==> src/rtl/mips_mem_pkg.sv <==
// Shared types and constants for the M-stage data-memory access unit.
package mips_mem_pkg;

    localparam int unsigned DMEM_TIMEOUT = 255;

    typedef enum logic [1:0] {
        SZ_BYTE = 2'd0,
        SZ_HALF = 2'd1,
        SZ_WORD = 2'd2
    } mem_size_t;

    typedef enum logic [1:0] {
        S_IDLE,
        S_BUSY,
        S_DONE
    } dmem_state_t;

    // Everything latched at issue; held for the whole transaction.
    typedef struct packed {
        logic [31:0] addr;
        logic        we;
        logic [3:0]  be;
        logic [31:0] wdata;
        mem_size_t   size;
        logic        sext;
        logic [1:0]  boff;
    } dmem_req_t;

    function automatic logic misaligned(input mem_size_t size, input logic [1:0] a);
        case (size)
            SZ_BYTE: return 1'b0;
            SZ_HALF: return a[0];
            default: return a != 2'b00;
        endcase
    endfunction

endpackage

==> src/rtl/dmem_access_load_align.sv <==
// Combinational load-data extraction: picks the byte/half lane and extends it.
module load_align
    import mips_mem_pkg::*;
(
    input  logic [31:0] rdata,
    input  logic [1:0]  addr,
    input  mem_size_t   size,
    input  logic        sext,
    output logic [31:0] data
);

    logic [7:0]  byte_v;
    logic [15:0] half_v;

    always_comb begin
        byte_v = rdata[7:0];
        case (addr)
            2'd0: byte_v = rdata[7:0];
            2'd1: byte_v = rdata[15:8];
            2'd2: byte_v = rdata[23:16];
            2'd3: byte_v = rdata[31:24];
            default: byte_v = rdata[7:0];
        endcase
        half_v = addr[1] ? rdata[31:16] : rdata[15:0];

        case (size)
            SZ_BYTE: data = {{24{sext & byte_v[7]}}, byte_v};
            SZ_HALF: data = {{16{sext & half_v[15]}}, half_v};
            default: data = rdata;
        endcase
    end

endmodule

==> src/rtl/dmem_access.sv <==
// M-stage data-memory access unit: turns load/store controls into a req/ack
// bus transaction, stalls the pipeline until it completes, then returns load data.
module dmem_access
    import mips_mem_pkg::*;
#(
    parameter int unsigned TIMEOUT = DMEM_TIMEOUT
) (
    input  logic        clk,
    input  logic        reset,
    input  logic        m_rmem,
    input  logic        m_wmem,
    input  logic [1:0]  m_size,
    input  logic        m_sext,
    input  logic        m_flush,
    input  logic [31:0] m_aluout,
    input  logic [31:0] m_b,
    output logic [31:0] m_memout,
    output logic        m_mem_stall,
    output logic        m_adel,
    output logic        m_ades,
    output logic        m_buserr,
    output logic        dmem_req,
    output logic        dmem_we,
    output logic [31:0] dmem_addr,
    output logic [31:0] dmem_wdata,
    output logic [3:0]  dmem_be,
    input  logic [31:0] dmem_rdata,
    input  logic        dmem_ack
);

    localparam logic [7:0] CNT_LAST = 8'(TIMEOUT - 1);

    dmem_state_t state, state_n;
    dmem_req_t   req_q, req_n;
    mem_size_t   size_n;
    logic [7:0]  cnt;
    logic [31:0] cap;
    logic [31:0] ld_data;
    logic        req_v;
    logic        buserr_q;
    logic        pend, mis, start;

    // Reserved size encoding behaves as a word access.
    assign size_n = (m_size == 2'd3) ? SZ_WORD : mem_size_t'(m_size);
    assign pend   = (m_rmem | m_wmem) & ~m_flush;
    assign mis    = misaligned(size_n, m_aluout[1:0]);
    assign m_adel = pend & m_rmem & mis;
    assign m_ades = pend & m_wmem & mis;

    always_comb begin
        req_n       = '0;
        req_n.addr  = {m_aluout[31:2], 2'b00};
        req_n.we    = m_wmem;
        req_n.size  = size_n;
        req_n.sext  = m_sext;
        req_n.boff  = m_aluout[1:0];
        case (size_n)
            SZ_BYTE: begin
                req_n.be    = 4'(4'b0001 << m_aluout[1:0]);
                req_n.wdata = {4{m_b[7:0]}};
            end
            SZ_HALF: begin
                req_n.be    = m_aluout[1] ? 4'b1100 : 4'b0011;
                req_n.wdata = {2{m_b[15:0]}};
            end
            default: begin
                req_n.be    = 4'b1111;
                req_n.wdata = m_b;
            end
        endcase
    end

    always_comb begin
        state_n     = state;
        start       = 1'b0;
        m_mem_stall = 1'b0;
        case (state)
            S_IDLE: begin
                if (pend && !mis) begin
                    start       = 1'b1;
                    m_mem_stall = 1'b1;
                    state_n     = S_BUSY;
                end
            end
            S_BUSY: begin
                m_mem_stall = 1'b1;
                if (dmem_ack || cnt == CNT_LAST) state_n = S_DONE;
            end
            S_DONE:  state_n = S_IDLE;
            default: state_n = S_IDLE;
        endcase
    end

    always_ff @(posedge clk or posedge reset) begin
        if (reset) begin
            state    <= S_IDLE;
            req_q    <= '0;
            req_v    <= 1'b0;
            cnt      <= 8'd0;
            cap      <= 32'd0;
            buserr_q <= 1'b0;
        end else begin
            state <= state_n;
            if (start) begin
                req_q    <= req_n;
                req_v    <= 1'b1;
                cnt      <= 8'd0;
                cap      <= 32'd0;
                buserr_q <= 1'b0;
            end else if (state == S_BUSY) begin
                // Ack wins over a timeout landing on the same cycle.
                if (dmem_ack) begin
                    cap      <= dmem_rdata;
                    buserr_q <= 1'b0;
                    req_v    <= 1'b0;
                end else if (cnt == CNT_LAST) begin
                    cap      <= 32'd0;
                    buserr_q <= 1'b1;
                    req_v    <= 1'b0;
                end else begin
                    cnt <= cnt + 8'd1;
                end
            end
        end
    end

    load_align u_load_align (
        .rdata (cap),
        .addr  (req_q.boff),
        .size  (req_q.size),
        .sext  (req_q.sext),
        .data  (ld_data)
    );

    assign dmem_req   = req_v;
    assign dmem_we    = req_q.we;
    assign dmem_addr  = req_q.addr;
    assign dmem_wdata = req_q.wdata;
    assign dmem_be    = req_q.be;
    assign m_memout   = (state == S_DONE && !req_q.we) ? ld_data : 32'd0;
    assign m_buserr   = (state == S_DONE) & buserr_q;

endmodule

==> config.mk <==
export PLATFORM = sky130hd
export DESIGN_NAME = dmem_access
export DESIGN_NICKNAME = d
export VERILOG_FILES = /design/src/rtl/mips_mem_pkg.sv /design/src/rtl/dmem_access_load_align.sv /design/src/rtl/dmem_access.sv
export SDC_FILE = /design/constraint.sdc
export NUM_CORES = 1
export LEC_CHECK = 0
export ABC_AREA = 1
export CORE_ASPECT_RATIO = 0.5
export CORE_MARGIN = 8
export CORE_UTILIZATION = 40
export DETAILED_ROUTE_END_ITERATION = 7
export PLACE_DENSITY = 0.79
export SYNTH_ARGS = -nofsm -noshare
export SYNTH_HDL_FRONTEND = slang
export SYNTH_HIERARCHICAL = 1
export SYNTH_SLANG_ARGS = --single-unit
==> constraint.sdc <==
create_clock -name clk -period 5.55 [get_ports clk]
set_input_delay 1.3875 -clock clk [delete_from_list [all_inputs] [get_ports clk]]
set_output_delay 1.3875 -clock clk [all_outputs]
set_load 0.01 [all_outputs]
==> results of run 1 <==
-- cell families (layout without fill, tap and decap cells) --
kind of cell,count (synthesis),after routing,share of synthesized area
compound gates,52,52,0.0431
xor+xnor,3,3,0.00395
fa+ha+maj,2,2,0.00376
buf+inv,173,308,0.150
flops,116,116,0.436
other cells,1,2,0.000563
simple gates,556,556,0.362
-- per-layer routing --
metal  vias up  global-route usage  part of all wire
met5         -                   0                 0
met4         0              0.0521             0.011
met3        14              0.0575             0.068
met2       145               0.330              0.50
met1      2799               0.219              0.42
li1       2981                   -                 -
-- cells in the mapped netlist (2+ instances only) --
| cell type | count |
|---|---|
| nand2_1 | 391 |
| dfrtp_1 | 116 |
| buf_4 | 79 |
| nand3_1 | 79 |
| inv_1 | 57 |
| nor2_1 | 46 |
| o21ai_0 | 32 |
| nand3_2 | 21 |
| buf_2 | 17 |
| clkbuf_1 | 9 |
| a21boi_0 | 7 |
| a21oi_1 | 6 |
| inv_2 | 5 |
| buf_6 | 4 |
| nand2_2 | 4 |
| o21ai_1 | 4 |
| nand2_4 | 3 |
| xor2_1 | 3 |
| ha_1 | 2 |
| nand3_4 | 2 |
| nand4_1 | 2 |
| nor2_2 | 2 |
| nor2_4 | 2 |
| nor3_1 | 2 |
-- through the flow --
stage / utilization / cell area, sq um / cells / setup slack (ns)
2_1_floorplan: - / 6660 / 904 / 1.09
3_3_place_gp: 0.510 / 8310 / 1234 / 0.704
3_5_place_dp: 0.510 / 8310 / 1234 / 0.635
4_1_cts: 0.548 / 8940 / 1266 / 0.658
5_1_grt: 0.548 / 8940 / 1266 / 0.511
6_report: 0.548 / 8940 / 1266 / 0.673
-- layout make-up --
type | count | area [sq um] | area share
Sequential cell | 116 | 2900 | 0.325
Tap cell | 227 | 284 | 0.0318
Clock buffer | 19 | 453 | 0.0507
Timing Repair Buffer | 213 | 2120 | 0.237
Clock inverter | 13 | 173 | 0.0193
Inverter | 63 | 239 | 0.0267
Multi-Input combinational cell | 615 | 2770 | 0.309
-- worst max path at each step --
| stage | startpoint | endpoint | slack (ns) | cells past startpoint |
|---|---|---|---|---|
| floorplan | reset | buserr_q$_DFFE_PP0P_ | 1.09 | 1 |
| global placement | m_size[1] | dmem_be[0]$_DFFE_PP0P_ | 0.70 | 9 |
| detailed placement | m_size[1] | dmem_be[1]$_DFFE_PP0P_ | 0.64 | 9 |
| CTS | m_size[1] | m_mem_stall | 0.66 | 7 |
| global route | m_size[1] | m_mem_stall | 0.51 | 7 |
| finish | m_size[1] | m_mem_stall | 0.67 | 7 |
-- worst max-delay path: stages --
cell and delay (ns):
clkdlybuf4s50_1 0.67, inv_2 0.22, nand2_4 0.11, nand2_2 0.13, nand3_4 0.27, nand2_1 0.15, clkdlybuf4s50_1 0.54
-- power breakdown --
group / leakage [nW] / total (mW) / internal, mW / switching [mW]
Clock: 0.293 / 1.15 / 0.736 / 0.416
Sequential: 1.48 / 1.28 / 1.07 / 0.208
Combinational: 2.64 / 1.12 / 0.539 / 0.576
Total: 4.41 / 3.55 / 2.35 / 1.20
-- sequential cells by signal (all words and copies together) (netlist names) --
| name | cells |
|---|---|
| buserr_q | 1 |
| cap | 32 |
| cnt | 8 |
| dmem_addr | 30 |
| dmem_be | 4 |
| dmem_req | 1 |
| dmem_wdata | 32 |
| dmem_we | 1 |
| req_q | 5 |
| state | 2 |
==> results.md, run 1 <==
- Post-CTS repair changed the size of 0 cells.
- The iteration count of the initial detailed-routing pass is 4.
- The top-area cell type share of the netlist area is 0.436.
- The type of the worst min-delay path is register to register.
- Dividing the detail-routed wire length by the instance count gives 15.6 um.
- The post-CTS setup buffer count is 0.
- The initialized floorplan defines 33 standard-cell rows.
- The CTS buffer count is 17.
- The clock arrives with 0.00959 ns of skew.
- The arrival time at the worst endpoint is 3.49 ns.
- In this run, synthesis produced a sequential element count of 116.
- Timing would allow up to 0.205 GHz.
- The via count of the first global-routing pass was 6081.
- Ranked by total cell area, the synthesized netlist is headed by dfrtp_1 (44%), nand2_1 (22%), buf_4 (8.9%).
- The number of nets in the layout is 1133.
- The routability-driven placement congestion ratio is 0.854.
- The largest net degree at the start of global routing is 114.
- The run finished with clean final reports.
- Once detail routing completed, the nets flagged for antenna violations numbered 0.
- The number of antenna diodes in the final layout is 0.
- The accumulated negative setup slack is 0 ns.
- The count of H-tree levels built during CTS is 4.
- The total standard cell area after synthesis is 6660 sq um.
- The chip height is 107 um.
- The wire-length estimate of the detail-placed layout is 14.5 mm.
- The final hold slack is 0.476 ns.
- The count of boundary I/O pins is 211.
- The die boundary width is 198 um.
- The starting utilization of the core area is 0.408.
- Synthesis handed over a netlist of 903 instances.
- STA puts the critical path data required time at 4.16 ns.
- The worst hold path begins at dmem_req$_DFFE_PP0P_.
- For this run, the total global-route usage over all layers was measured as 0.187.
- For this design the static power due to leakage is 4.41 nW.
- The cell depth of the worst min-delay path is 2.
- The area added between synthesis and finish is 34.3%.
- The hold-critical path endpoint is dmem_req$_DFFE_PP0P_.
- The total power of the final layout is 3.55 mW.
- After synthesis, the mean cell area works out to 7.37 sq um.
- The worst-case register-to-register setup slack is 2.73 ns.
- The number of antenna violations at the first check in global routing is 0.
- The sequential share of the synthesized area is 0.436.
- Setup violations remaining at the end of the flow were counted as 0.
- In the layout the commonest cells are nand2_1 (391), clkdlybuf4s50_1 (208), dfrtp_1 (116), nand3_1 (79), inv_1 (56).
- During placement, the flow inserted port buffers numbering 208.
- The share of the clock period used by the worst path after layout is 0.879.
- The post-cts hold buffer count is 0.
- The number of enable-type register cells in the synthesized netlist is 0.
- The final-report max-slew violation count is 0.
- The worst relative slew slack is 0.263.
- The via-per-instance ratio is 4.69.
- The core region is 16300 sq um.
- The worst register-to-register path has a depth of 6.
- For the pin with the worst max-slew slack, the measured transition is 1.11 ns.
- The fraction of layout instances using a drive strength above 1 is 0.0751.
- The count of endpoints failing hold in the final timing report was 0.
- The number of remaining DRC errors is 0.
- The setup path with the least slack is of type primary input to output port.
- The most frequently used flop master after synthesis is dfrtp_1.
- Setup repair after global routing left no endpoint under its margin.
- At the later pin of the worst-skew pair, clock insertion delay measures 0.40 ns.
- The first global-routing pass estimated 31.8 mm of wire.
- For this block, the initial DRC count from the detailed router was 402.
- The library cell used most frequently in the layout, excluding fill and tap cells, is nand2_1.
- After filler insertion, the fill cell instance count of the layout stands at 1515.
- The final period demand of the worst path is 4.88 ns.
- The CTS tree is yes.
- The biggest area consumer among synthesized cells is dfrtp_1.
- In this run the power density over the cells is 397 nW/um^2.
- The peak fanout along the critical path is 29.
- The library cell used as clock root buffer is clkbuf_16.
- The total clock sinks is 116.
- VDD sags by at most 0.000212 V.
- The die covers 21300 sq um.
- STA classifies the critical path startpoint as a primary input.
- STA classifies the critical path endpoint as an output port.
- The via count of the routed design is 5939.
- The synthesis warning total is 6.
- The number of max-cap violations is 0.
- After global routing the overflow that remains totals 0.
- The clock-pin slew on the worst setup and hold paths is 0.06 ns.
- The worst register-to-register path begins at state[1]$_DFFE_PP0P_.
- For this run, asynchronously set or reset flops after synthesis account for 1.00.
- The endpoint of the worst-slack reg-to-reg timing path is dmem_be[0]$_DFFE_PP0P_.
- The count of different cell masters after synthesis is 32.
- The deepest clock path buffer count is 2.
- The total wire length is 19.8 mm.
(Power assumes the default switching activity.)
==> inputs of run 2 (changes only) <==
--- a/config.mk
+++ b/config.mk
@@ -10,7 +10,7 @@
 export CORE_MARGIN = 8
 export CORE_UTILIZATION = 40
 export DETAILED_ROUTE_END_ITERATION = 7
-export PLACE_DENSITY = 0.79
+export PLACE_DENSITY = 0.7
 export SYNTH_ARGS = -nofsm -noshare
 export SYNTH_HDL_FRONTEND = slang
 export SYNTH_HIERARCHICAL = 1
==> results.md, run 2 (synthesis results as in run 1) <==
- The most frequent standard cell in the layout excluding fill and tap cells is nand2_1 (unchanged).
- Setup repair after global routing missed its margin: false (unchanged).
- The chip height was 107 um (unchanged).
- The number of antenna violations at the first check in global routing is 1 (was 0).
- The net switching power of the design came to 1.17 mW (was 1.20 mW).
- The type of the worst setup path is primary input to output port (unchanged).
- The fill cell instance count of the final layout is 1541 (was 1515).
- The total internal power is 2.49 mW (was 2.35 mW).
- The share of the clock period used by the worst path after layout is 0.836 (was 0.879).
- The data required time of the worst path is 4.16 ns (about the same).
- The count of endpoints failing hold in the final timing report is 0 (unchanged).
- The count of boundary I/O pins is 211 (unchanged).
- The switching fraction of total power is 0.319 (was 0.338).
- The design area is 8990 sq um (was 8940 sq um).
- The post-placement setup slack came to 0.910 ns (was 0.635 ns).
- The hold-critical path endpoint is dmem_req$_DFFE_PP0P_ (unchanged).
- The arrival time at the worst endpoint was 3.25 ns (was 3.49 ns).
- The via count of the first global-routing pass was 6041 (was 6081).
- The static leakage power is 4.45 nW (was 4.41 nW).
- The clock-pin slew on the worst setup and hold paths is 0.05 ns (was 0.06 ns).
- The total wire length is 19.7 mm (was 19.8 mm).
- Outcome: finished, final reports clean (unchanged).
- The reg-to-reg startpoint was state[1]$_DFFE_PP0P_ (unchanged).
- The clock insertion delay at the later pin of the skew report came to 0.40 ns (about the same).
- The worst ir drop on vdd is 0.000182 V (was 0.000212 V).
- The worst-case register-to-register setup slack came to 3.39 ns (was 2.73 ns).
- The die boundary width is 198 um (unchanged).
- The final period demand of the worst path is 4.64 ns (was 4.88 ns).
- The iteration count of the initial detailed-routing pass is 5 (was 4).
- The number of nets with antenna violations after detailed routing came to 0 (unchanged).
- The slew at the pin closest to its max-slew limit was 1.23 ns (was 1.11 ns).
- The wire length of the first global-routing pass came to 31.8 mm (about the same).
- The final standard cell utilization of the core is 0.551 (was 0.548).
- The final setup skew is 0.00766 ns (was 0.00959 ns).
- The number of cells on the worst reg-to-reg path is 6 (unchanged).
- The total clock sinks is 116 (unchanged).
- The total power per unit cell area was 406 nW/um^2 (was 397 nW/um^2).
- The critical hold path startpoint is dmem_req$_DFFE_PP0P_ (unchanged).
- The global-route usage over all layers is 0.186 (was 0.187).
- The endpoint of the worst-slack reg-to-reg timing path is cnt[3]$_DFFE_PP0P_ (was dmem_be[0]$_DFFE_PP0P_).
- The largest net degree at the start of global routing is 122 (was 114).
- The post-cts hold buffer count is 0 (unchanged).
- The placement-stage cell area is 8320 sq um (was 8310 sq um).
- The starting utilization of the core area is 0.408 (unchanged).
- The number of instances in the placed design is 1235 (was 1234).
- The routability-driven placement congestion ratio is 0.880 (was 0.854).
- The total core area is 16300 sq um (unchanged).
- The CTS buffer count came to 17 (unchanged).
- The post-CTS setup buffer count is 0 (unchanged).
- The register share of total power is 0.350 (was 0.361).
- The area added between synthesis and finish is 35.1% (was 34.3%).
- The accumulated negative setup slack is 0 ns (unchanged).
- The number of nets in the layout came to 1134 (was 1133).
- The final-report max-slew violation count is 0 (unchanged).
- The via-per-instance ratio is 4.73 (was 4.69).
- The peak fanout along the critical path is 21 (was 29).
- The final setup slack of the worst path is 0.911 ns (was 0.673 ns).
- The power share of the clock group was 0.347 (was 0.325).
- The number of remaining DRC errors is 0 (unchanged).
- The number of port buffers is 208 (unchanged).
- Commonest cells after routing, fill and taps aside: nand2_1 (391), clkdlybuf4s50_1 (208), dfrtp_1 (116), nand3_1 (79), inv_1 (56) (unchanged).
- The worst relative slew slack came to 0.179 (was 0.263).
- The type of the worst min-delay path is register to register (unchanged).
- The average routed wire per standard cell is 15.5 um (was 15.6 um).
- The timing-limited maximum frequency came to 0.216 GHz (was 0.205 GHz).
- The library cell used as clock root buffer is clkbuf_16 (unchanged).
- The full die area is 21300 sq um (unchanged).
- The total half-perimeter wirelength after legalization and detailed placement was 14.2 mm (was 14.5 mm).
- The final count of negative-setup-slack endpoints is 0 (unchanged).
- The final hold slack is 0.472 ns (was 0.476 ns).
- The fraction of layout instances using a drive strength above 1 came to 0.0731 (was 0.0751).
- The combinational power share is 0.302 (was 0.314).
- The cell depth of the worst min-delay path is 2 (unchanged).
- The antenna diode count is 0 (unchanged).
- The remaining global-route overflow is 0 (unchanged).
- The via count of the routed design is 5998 (was 5939).
- The detailed router's first-iteration violation count was 439 (was 402).
- The count of instances resized after the clock tree is built came to 0 (unchanged).
- The nature of the critical path endpoint is an output port (unchanged).
- The total number of placement rows is 33 (unchanged).
- The number of max-cap violations is 0 (unchanged).
- The deepest clock path buffer count came to 2 (unchanged).
- The origin of the worst setup path is m_size[1] (unchanged).
- The kind of start point of the critical path is a primary input (unchanged).
- The total power of the final layout came to 3.65 mW (was 3.55 mW).
- The CTS tree was yes (unchanged).
- The post-layout instance count excluding filler cells is 1267 (was 1266).
- The count of H-tree levels built during CTS is 4 (unchanged).
run 2: cell types whose count changed in the layout (fill, tap and decap cells not counted), sizes merged:
cell	before	now
clkbuf	19	23
bufinv	3	6
clkinvlp	4	1
inv	65	62
buf	5	6
clkinv	4	3
run 2: worst max-delay path by stage:
stage | slack [ns] | cells past startpoint | endpoint
2_1_floorplan | 1.09 | 1 | buserr_q$_DFFE_PP0P_
3_3_place_gp | 0.93 | 8 | m_mem_stall
3_5_place_dp | 0.91 | 8 | m_mem_stall
4_1_cts | 0.90 | 8 | m_mem_stall
5_1_grt | 0.80 | 8 | m_mem_stall
6_report | 0.91 | 8 | m_mem_stall
run 2: power groups by stage:
stage          registers (mW)  logic (mW)  clock network, mW
2_1_floorplan            1.20       0.837                  0
3_3_place_gp             1.28        1.10                  0
3_5_place_dp             1.29        1.11                  0
4_1_cts                  1.28        1.12               1.29
5_1_grt                  1.31        1.23               1.33
6_report                 1.28        1.11               1.27
run 2: area by class of cell:
class                           instances  area (sq um)  share of cell area
Tap cell                              227           284              0.0316
Clock inverter                          9           198              0.0220
Sequential cell                       116          2900               0.323
Multi-Input combinational cell        615          2770               0.307
Clock buffer                           23           478              0.0531
Inverter                               63           239              0.0266
Timing Repair Buffer                  214          2130               0.237
run 2: routing by layer:
layer / part of all wire / up-vias / global-route usage
li1: - / 2987 / -
met1: 0.42 / 2792 / 0.218
met2: 0.49 / 187 / 0.323
met3: 0.070 / 30 / 0.0566
met4: 0.021 / 2 / 0.0652
met5: 0.00051 / - / 0
run 2: critical path, cell delays in order:
cell and delay (ns):
clkdlybuf4s50_1 0.42, buf_4 0.20, inv_2 0.12, nand2_4 0.10
nand2_2 0.14, nand3_4 0.22, nand2_1 0.12, clkdlybuf4s50_1 0.54
==> inputs of run 3 (changes only) <==
==> constraint.sdc (replaced) <==
create_clock -name clk -period 4.7 [get_ports clk]
set_input_delay 1.175 -clock clk [delete_from_list [all_inputs] [get_ports clk]]
set_output_delay 1.175 -clock clk [all_outputs]
set_load 0.01 [all_outputs]
==> results.md, run 3 (synthesis results as in run 1) <==
- The deepest clock path buffer count is 2 (unchanged).
- The iteration count of the initial detailed-routing pass came to 4 (was 5).
- The count of instances resized after the clock tree is built is 0 (unchanged).
- The nature of the critical path endpoint was an output port (unchanged).
- The count of H-tree levels built during CTS is 4 (unchanged).
- The worst-case register-to-register setup slack is 2.45 ns (was 3.39 ns).
- The wire length of the first global-routing pass was 31.7 mm (was 31.8 mm).
- The total half-perimeter wirelength after legalization and detailed placement was 14.2 mm (about the same).
- The final setup skew came to 0.0105 ns (was 0.00766 ns).
- The kind of start point of the critical path is a register (was primary input).
- The number of nets with antenna violations after detailed routing is 0 (unchanged).
- The data required time of the worst path was 3.52 ns (was 4.16 ns).
- The worst stage delay on the critical path is 0.67 ns (was 0.54 ns).
- The routability-driven placement congestion ratio is 0.854 (was 0.880).
- The global-route usage over all layers is 0.185 (was 0.186).
- The type of the worst min-delay path is register to register (unchanged).
- The die boundary width is 198 um (unchanged).
- The cell depth of the worst min-delay path is 2 (unchanged).
- The type of the worst setup path was register to output port (was primary input to output port).
- The number of cells on the worst reg-to-reg path came to 6 (unchanged).
- The post-cts hold buffer count came to 0 (unchanged).
- The total power of the final layout is 4.12 mW (was 3.65 mW).
- The buffering stage count on the worst path with inverters included was 3 (was 4).
- The starting utilization of the core area was 0.408 (unchanged).
- The static leakage power is 4.41 nW (was 4.45 nW).
- The clock insertion delay at the later pin of the skew report came to 0.41 ns (was 0.40 ns).
- The sequential cell area is 2900 sq um (unchanged).
- The via count of the first global-routing pass is 6076 (was 6041).
- The accumulated negative setup slack is 0 ns (unchanged).
- The average routed wire per standard cell is 15.3 um (was 15.5 um).
- The area added between synthesis and finish is 34.1% (was 35.1%).
- The CTS buffer count is 17 (unchanged).
- The post-CTS setup buffer count is 0 (unchanged).
- The total clock sinks came to 116 (unchanged).
- Commonest cells after routing, fill and taps aside: nand2_1 (391), clkdlybuf4s50_1 (208), dfrtp_1 (116), nand3_1 (79), inv_1 (56) (unchanged).
- The fraction of layout instances using a drive strength above 1 came to 0.0731 (unchanged).
- The count of boundary I/O pins is 211 (unchanged).
- The total core area came to 16300 sq um (unchanged).
- The reg-to-reg startpoint is state[1]$_DFFE_PP0P_ (unchanged).
- The arrival time at the worst endpoint came to 3.03 ns (was 3.25 ns).
- The instance count on the critical path is 10 (was 8).
- The most numerous cell on the critical path is nand2_1 (was clkdlybuf4s50_1).
- The detailed router's first-iteration violation count is 392 (was 439).
- The number of nets in the layout came to 1135 (was 1134).
- The most frequent standard cell in the layout excluding fill and tap cells is nand2_1 (unchanged).
- The clock-pin slew on the worst setup and hold paths is 0.06 ns (was 0.05 ns).
- The via count of the routed design is 6002 (was 5998).
- The count of endpoints failing hold in the final timing report is 0 (unchanged).
- The worst ir drop on vdd is 0.000189 V (was 0.000182 V).
- The remaining global-route overflow is 0 (unchanged).
- The library cell used as clock root buffer is clkbuf_16 (unchanged).
- The number of max-cap violations is 0 (unchanged).
- The final standard cell utilization of the core was 0.547 (was 0.551).
- Ordered list of cells on the worst path: inv_2 > nand2_1 > nand2_4 > nand2_1 > nand2_2 > nand3_4 > nand3_1 > inv_1 > nor2_1 > clkdlybuf4s50_1 (was clkdlybuf4s50_1 > buf_4 > inv_2 > nand2_4 > nand2_2 > nand3_4 > nand2_1 > clkdlybuf4s50_1).
- The fill cell instance count of the final layout was 1539 (was 1541).
- The final hold slack was 0.474 ns (was 0.472 ns).
- Derived from the worst setup path, the maximum achievable clock frequency is 0.238 GHz.
- The slew at the pin closest to its max-slew limit is 0.975 ns (was 1.23 ns).
- The peak fanout along the critical path is 24 (was 21).
- The cell with the largest stage delay on the worst path is dfrtp_1 (was clkdlybuf4s50_1).
- The origin of the worst setup path is req_q[1]$_DFFE_PP0P_ (was m_size[1]).
- The share of the clock period used by the worst path after layout is 0.894.
- The area occupied by multi-input gates is 2770 sq um (unchanged).
- The full die area is 21300 sq um (unchanged).
- The final period demand of the worst path is 4.20 ns.
- The largest net degree at the start of global routing is 102 (was 122).
- Outcome: finished, final reports clean (unchanged).
- The number of antenna violations at the first check in global routing is 3 (was 1).
- The final count of negative-setup-slack endpoints is 0 (unchanged).
- The number of remaining DRC errors is 0 (unchanged).
- Setup repair after global routing missed its margin: false (unchanged).
- The number of port buffers is 208 (unchanged).
- The critical hold path startpoint is dmem_wdata[28]$_DFFE_PP0P_ (was dmem_req$_DFFE_PP0P_).
- The kind of cell adding the most delay to the critical path is simple AND/OR/NAND/NOR gates (was buffers and inverters).
- The chip height was 107 um (unchanged).
- The CTS tree is yes (unchanged).
- The final setup slack of the worst path is 0.497 ns (was 0.911 ns).
- The worst relative slew slack is 0.350 (was 0.179).
- The total power per unit cell area is 462 nW/um^2 (was 406 nW/um^2).
- The via-per-instance ratio is 4.73 (about the same).
- The total number of placement rows is 33 (unchanged).
- The final-report max-slew violation count is 0 (unchanged).
- The total wire length was 19.5 mm (was 19.7 mm).
- The post-placement setup slack came to 0.518 ns (was 0.910 ns).
[run 3: through the flow]
step,instance area (sq um),std cells
3_5_place_dp,8340,1236
3_3_place_gp,8340,1236
4_1_cts,8920,1267
6_report,8930,1269
5_1_grt,8930,1269
2_1_floorplan,6660,904
[run 3: power breakdown]
part | internal [mW] | total, mW | switching [mW] | leakage (nW)
Sequential | 1.27 | 1.49 | 0.223 | 1.48
Clock | 0.840 | 1.30 | 0.460 | 0.279
Combinational | 0.641 | 1.33 | 0.691 | 2.65
[run 3: worst register-to-register path, cell delays in order, from the launching register on]
cell     delay (ns)
dfrtp_1        0.39
nor2_1         0.09
nand3_4        0.08
buf_4          0.38
buf_4          0.82
nand2_2        0.21
o21ai_0        0.20
[run 3: area by class of cell]
type	count	share of cell area
Antenna cell	2	0.000561
Clock buffer	21	0.0505
Clock inverter	10	0.0149
Inverter	63	0.0268
Multi-Input combinational cell	615	0.310
Sequential cell	116	0.325
Tap cell	227	0.0318
Timing Repair Buffer	215	0.241
[run 3: path summary, 6_finish.rpt]
| path | endpoint |
|---|---|
| min reg2reg | dmem_wdata[28]$_DFFE_PP0P_ |
| min in group asynchronous | cap[7]$_DFFE_PP0P_ |
| min | dmem_wdata[28]$_DFFE_PP0P_ |
| max reg2reg | cnt[0]$_DFFE_PP0P_ |
| max in group asynchronous | dmem_wdata[20]$_DFFE_PP0P_ |
| max | m_memout[15] |
[run 3: per-layer routing]
metal	track usage	routed length, um
met1	0.216	7970
met2	0.320	9660
met3	0.0585	1360
met4	0.0647	456
met5	0	13
